**config.mk**
```make
export PLATFORM = sky130hd
export DESIGN_NAME = fifo_serial_tx_flat
export DESIGN_NICKNAME = d
export VERILOG_FILES = /design/src/rtl/fifo_tx_pkg.sv /design/src/rtl/fifo_serial_tx_if.sv /design/src/rtl/fifo_tx_shifter.sv /design/src/rtl/fifo_serial_tx.sv /design/src/flat_wrapper.sv
export SDC_FILE = /design/constraint.sdc
export NUM_CORES = 1
export LEC_CHECK = 0
export CORE_ASPECT_RATIO = 1.5
export CORE_MARGIN = 3
export CORE_UTILIZATION = 34
export DETAILED_ROUTE_END_ITERATION = 8
export PLACE_DENSITY_LB_ADDON = 0.1
export SYNTH_ARGS = -nofsm -noshare
export SYNTH_HDL_FRONTEND = slang
export SYNTH_HIERARCHICAL = 1
export SYNTH_SLANG_ARGS = --single-unit
```
**constraint.sdc**
```tcl
create_clock -name clk -period 1.9 [get_ports clk]
set_input_delay 0.19 -clock clk [delete_from_list [all_inputs] [get_ports clk]]
set_output_delay 0.19 -clock clk [all_outputs]
set_load 0.02 [all_outputs]
```
**src/rtl/fifo_tx_pkg.sv**
```systemverilog
// Shared types and defaults for the FIFO drain-side serializer.
// States, default widths and a counter-width helper used across the slice.
package fifo_tx_pkg;

  localparam int DEF_DATA_W    = 8;
  localparam int DEF_MAX_BYTES = 4;

  typedef enum logic [2:0] {
    IDLE,
    FETCH,
    LOAD,
    SHIFT,
    PAR
  } state_t;

  // Width of a counter indexing 0..n-1, never narrower than one bit.
  function automatic int cnt_w(input int n);
    return (n > 1) ? $clog2(n) : 1;
  endfunction

endpackage

```
**src/rtl/fifo_serial_tx_if.sv**
```systemverilog
// FIFO pop port plus serial ready/valid stream of fifo_serial_tx.
// master: the serializer; slave: the FIFO and line stage around it.
interface fifo_serial_tx_if
  import fifo_tx_pkg::*;
#(
  parameter int DATA_W = DEF_DATA_W
);

  logic              fifo_empty;
  logic              fifo_rd_en;
  logic [DATA_W-1:0] fifo_data;
  logic              tx_ready;
  logic              tx_valid;
  logic              tx_bit;
  logic              tx_sof;
  logic              tx_eof;

  modport master (
    input  fifo_empty, fifo_data, tx_ready,
    output fifo_rd_en, tx_valid, tx_bit, tx_sof, tx_eof
  );

  modport slave (
    output fifo_empty, fifo_data, tx_ready,
    input  fifo_rd_en, tx_valid, tx_bit, tx_sof, tx_eof
  );

endinterface

```
**src/rtl/fifo_tx_shifter.sv**
```systemverilog
// MSB-first load/shift register with bit counter and running even parity.
// The bit counter saturates on the last data bit so it never wraps mid-byte.
module fifo_tx_shifter
  import fifo_tx_pkg::*;
#(
  parameter int DATA_W = DEF_DATA_W,
  parameter int BIT_W  = cnt_w(DATA_W)
) (
  input  logic              clk,
  input  logic              reset,
  input  logic              load,
  input  logic              shift,
  input  logic [DATA_W-1:0] din,
  output logic              msb,
  output logic [BIT_W-1:0]  bit_cnt,
  output logic              parity
);

  localparam logic [BIT_W-1:0] LAST_BIT = BIT_W'(DATA_W - 1);

  logic [DATA_W-1:0] shreg;

  // NOTE: sequential state uses non-blocking (<=) so every flop samples pre-edge values.
  always_ff @(posedge clk) begin
    if (reset) begin
      shreg   <= '0;
      bit_cnt <= '0;
      parity  <= 1'b0;
    end else if (load) begin
      shreg   <= din;
      bit_cnt <= '0;
      parity  <= 1'b0;
    end else if (shift) begin
      shreg  <= {shreg[DATA_W-2:0], 1'b0};
      parity <= parity ^ shreg[DATA_W-1];
      if (bit_cnt != LAST_BIT) bit_cnt <= bit_cnt + 1'b1;
    end
  end

  assign msb = shreg[DATA_W-1];

endmodule

```
**src/rtl/fifo_serial_tx.sv**
```systemverilog
// Pops bytes from the upstream FIFO and serializes them MSB-first in framed bursts.
// Optional even-parity beat per byte: define FIFO_TX_PARITY_EN.
module fifo_serial_tx
  import fifo_tx_pkg::*;
#(
  parameter int DATA_W    = DEF_DATA_W,
  parameter int MAX_BYTES = DEF_MAX_BYTES
) (
  input  logic              clk,
  input  logic              reset,
  fifo_serial_tx_if.master  bus,
  output logic              busy
);

  localparam int BIT_W  = cnt_w(DATA_W);
  localparam int BYTE_W = cnt_w(MAX_BYTES);
  localparam logic [BIT_W-1:0]  LAST_BIT  = BIT_W'(DATA_W - 1);
  localparam logic [BYTE_W-1:0] LAST_BYTE = BYTE_W'(MAX_BYTES - 1);

  state_t            state_q, state_d;
  logic [BYTE_W-1:0] byte_cnt;
  logic              eof_hold;
  logic              load, shift;
  logic              msb, parity;
  logic [BIT_W-1:0]  bit_cnt;
  logic              beat, final_beat, last_byte;

  fifo_tx_shifter #(.DATA_W(DATA_W), .BIT_W(BIT_W)) u_shifter (
    .clk     (clk),
    .reset   (reset),
    .load    (load),
    .shift   (shift),
    .din     (bus.fifo_data),
    .msb     (msb),
    .bit_cnt (bit_cnt),
    .parity  (parity)
  );

  // eof_hold keeps a shown tx_eof stable while the final beat is stalled,
  // even if the FIFO is written meanwhile.
  assign last_byte = bus.fifo_empty || (byte_cnt == LAST_BYTE) || eof_hold;
  assign beat      = bus.tx_valid && bus.tx_ready;

`ifdef FIFO_TX_PARITY_EN
  assign final_beat = (state_q == PAR);
  assign bus.tx_bit = (state_q == SHIFT) ? msb : ((state_q == PAR) && parity);
`else
  assign final_beat = (state_q == SHIFT) && (bit_cnt == LAST_BIT);
  assign bus.tx_bit = (state_q == SHIFT) && msb;
  logic unused_parity;
  assign unused_parity = parity;
`endif

  assign bus.tx_valid   = (state_q == SHIFT) || (state_q == PAR);
  assign bus.tx_sof     = (state_q == SHIFT) && (bit_cnt == '0) && (byte_cnt == '0);
  assign bus.tx_eof     = final_beat && last_byte;
  assign bus.fifo_rd_en = (state_q == FETCH);
  assign busy           = (state_q != IDLE);

  // NOTE: every always_comb output gets a default first, so no path infers a latch.
  always_comb begin
    state_d = state_q;
    load    = 1'b0;
    shift   = 1'b0;
    unique case (state_q)
      IDLE:  if (!bus.fifo_empty) state_d = FETCH;
      FETCH: state_d = LOAD;
      LOAD: begin
        load    = 1'b1;
        state_d = SHIFT;
      end
      SHIFT: begin
        if (beat) begin
          shift = 1'b1;
`ifdef FIFO_TX_PARITY_EN
          if (bit_cnt == LAST_BIT) state_d = PAR;
`else
          if (bit_cnt == LAST_BIT) state_d = last_byte ? IDLE : FETCH;
`endif
        end
      end
      PAR:     if (beat) state_d = last_byte ? IDLE : FETCH;
      default: state_d = IDLE;
    endcase
  end

  always_ff @(posedge clk) begin
    if (reset) begin
      state_q  <= IDLE;
      byte_cnt <= '0;
      eof_hold <= 1'b0;
    end else begin
      state_q  <= state_d;
      eof_hold <= final_beat && !beat && last_byte;
      if (state_q == IDLE) byte_cnt <= '0;
      else if (final_beat && beat && !last_byte) byte_cnt <= byte_cnt + 1'b1;
    end
  end

endmodule

```
**src/flat_wrapper.sv**
```systemverilog
// flat-port wrapper written by rule: the top's interface ports become plain ports
module fifo_serial_tx_flat import fifo_tx_pkg::*;
#(
  parameter int DATA_W    = DEF_DATA_W,
  parameter int MAX_BYTES = DEF_MAX_BYTES
)
  (clk, reset, busy, bus_fifo_empty, bus_fifo_data, bus_tx_ready, bus_fifo_rd_en, bus_tx_valid, bus_tx_bit, bus_tx_sof, bus_tx_eof);
  fifo_serial_tx_if #(.DATA_W(DATA_W)) bus_i ();
  input  logic clk;
  input  logic reset;
  output logic busy;
  input wire logic [$bits(bus_i.fifo_empty)-1:0] bus_fifo_empty;
  input wire logic [$bits(bus_i.fifo_data)-1:0] bus_fifo_data;
  input wire logic [$bits(bus_i.tx_ready)-1:0] bus_tx_ready;
  output wire logic [$bits(bus_i.fifo_rd_en)-1:0] bus_fifo_rd_en;
  output wire logic [$bits(bus_i.tx_valid)-1:0] bus_tx_valid;
  output wire logic [$bits(bus_i.tx_bit)-1:0] bus_tx_bit;
  output wire logic [$bits(bus_i.tx_sof)-1:0] bus_tx_sof;
  output wire logic [$bits(bus_i.tx_eof)-1:0] bus_tx_eof;
  assign bus_i.fifo_empty = bus_fifo_empty;
  assign bus_i.fifo_data = bus_fifo_data;
  assign bus_i.tx_ready = bus_tx_ready;
  assign bus_fifo_rd_en = bus_i.fifo_rd_en;
  assign bus_tx_valid = bus_i.tx_valid;
  assign bus_tx_bit = bus_i.tx_bit;
  assign bus_tx_sof = bus_i.tx_sof;
  assign bus_tx_eof = bus_i.tx_eof;
  fifo_serial_tx #(.DATA_W(DATA_W), .MAX_BYTES(MAX_BYTES)) u_core (.clk(clk), .reset(reset), .bus(bus_i), .busy(busy));
endmodule
```
==> out/qor.csv, run 1 <==
metric,value,unit
Worst Setup Start Kind,flip-flop,
worst endpoint data arrival time,1.58,ns
vias in the first global route,658,
Starting Density,0.359,
"commonest non-fill, non-tap cell in the layout",dfxtp_1,
die height,68.7,µm
final slew viol count,0,
"Req. time, crit path",1.71,ns
Cells after Synth,89,
sequential power share,0.380,
starting DRC count in detailed routing,6,
first-pass GRT wire length,2840,µm
worst-case clock skew,0.00517,ns
pin count of the biggest net entering global routing,13,
Vias/cell,5.09,
Setup TNS,0,ns
Clock Latency Late Sink,0.28,ns
"CTS clk-pin slew, worst paths",0.09,ns
syn_nets,109,
Overall Power,1.10,mW
routability cong.,0.717,
Root Driver,clkbuf_4,
Die X,47.8,µm
CP Class,flip-flop to primary output,
Syn Area/Cell,10.0,µm²
Worst Tran Pin Value,0.588,ns
Max-cap violations,0,
Post-DP Area,0.00112,mm²
clk sinks,16,
period utilization,0.930,
post-layout minimum cycle time,1.77,ns
combinational fraction of design power,0.420,
share of layout cells above drive strength 1,0.202,
Lkg Pwr,0.483,nW
TritonCTS clock tree,done,
htree depth,1,
number of buffers created by CTS,3,
Area growth syn-to-layout,30.2,%
HP Class,flip-flop to flip-flop,
Clock power frac,0.200,
Switching Fraction,0.327,
initial antenna violation count,0,
I/O pin total,18,
post-CTS sizing,4,
drc violations,0,
Max rail drop VDD,0.488,mV
maximum root-to-sink buffer count,2,
Total Nets Final,135,
most frequent cells in the layout,"16 x dfxtp_1, 13 x clkdlybuf4s50_1, 11 x nor2_1",
pwr/cell area,951,mW/mm²
Pint,741,µW
Hold Buf Count CTS,0,
core area,0.00248,mm²
die area,0.00328,mm²
remaining antenna violation count,0,
RSZ-0062 raised after global routing,no,
hold slack final,0.498,ns
Psw,361,µW
HPWL after DPL,1380,µm
total vias in the final route,703,
Worst setup EP type,primary output,
antenna diode count,0,
post-CTS setup buffers,0,
drt pass-1 iters,3,
final instance area,0.00116,mm²
gr usage total,0.122,
gr ovfl total,0,
setup violators final,0,
Max transition margin,0.608,
row count,22,
Netlist Area Pre-Place,890,µm²
"Hold Violations, Final",0,
WL final,1750,µm
fmax,566,MHz
status,finished clean,
Ys Warns,6,
Routed wire per std cell,12.7,µm
Worst Path Max Fanout,8,
Port Buffer Count,17,
## flip-flops by register name, summed over array words and instances (netlist names)
name	count
u_core/u_shifter/shreg	8
u_core/u_shifter/bit_cnt	3
u_core/byte_cnt	2
u_core/state_q	2
u_core/eof_hold	1
## metal layers
layer	track usage	routed length, µm	vias up
li1	-	-	367
met4	0.0707	17	0
met1	0.130	723	322
met3	0.0156	62	2
met2	0.217	942	12
met5	0	0	-
## critical path, cell delays in order (launching register included)
cell	delay, ns
dfxtp_1	0.39
ha_2	0.27
clkdlybuf4s50_1	0.63
## power groups by stage
stage / logic (mW) / registers [mW] / clock network (mW)
after floorplan: 0.322 / 0.417 / 0
final: 0.463 / 0.419 / 0.221
after global placement: 0.472 / 0.424 / 0
after global routing: 0.512 / 0.427 / 0.247
after detailed placement: 0.476 / 0.427 / 0
after CTS: 0.476 / 0.420 / 0.232
## path summary, 6_finish.rpt
check / start / endpoint / slack, ns / cells after the start
hold / removal: u_core/byte_cnt[1]$_SDFFE_PP0P_ / u_core/byte_cnt[1]$_SDFFE_PP0P_ / 0.50 / 2
setup reg to reg: u_core/state_q[1]$_SDFFE_PP0P_ / u_core/u_shifter/shreg[1]$_SDFFE_PP0P_ / 0.30 / 6
setup / recovery: u_core/state_q[1]$_SDFFE_PP0P_ / bus_tx_valid / 0.13 / 2
hold reg to reg: u_core/byte_cnt[1]$_SDFFE_PP0P_ / u_core/byte_cnt[1]$_SDFFE_PP0P_ / 0.50 / 2
## layout make-up
class,instances,area [µm²]
Fill cell,259,1320
Multi-Input combinational cell,64,527
Sequential cell,16,320
Timing Repair Buffer,24,223
Clock buffer,4,36.3
Tap cell,24,30.0
Inverter,6,22.5
## metrics by stage
step	setup WS, ns	util	cells
floorplan	0.275	-	89
global placement	0.176	0.452	134
detailed placement	0.139	0.452	134
CTS	0.0183	0.466	138
global route	0.00225	0.468	138
finish	0.134	0.468	138
Power figures use the tool's default switching activity.
==> run 2: changes to the inputs <==
--- a/config.mk
+++ b/config.mk
@@ -5,11 +5,13 @@
 export SDC_FILE = /design/constraint.sdc
 export NUM_CORES = 1
 export LEC_CHECK = 0
+export CAP_MARGIN = 20
 export CORE_ASPECT_RATIO = 1.5
 export CORE_MARGIN = 3
 export CORE_UTILIZATION = 34
 export DETAILED_ROUTE_END_ITERATION = 8
 export PLACE_DENSITY_LB_ADDON = 0.1
+export SKIP_LAST_GASP = 1
 export SYNTH_ARGS = -nofsm -noshare
 export SYNTH_HDL_FRONTEND = slang
 export SYNTH_HIERARCHICAL = 1
==> results of run 2 <==
Final layout, timing and power as in run 1 (identical DEF).
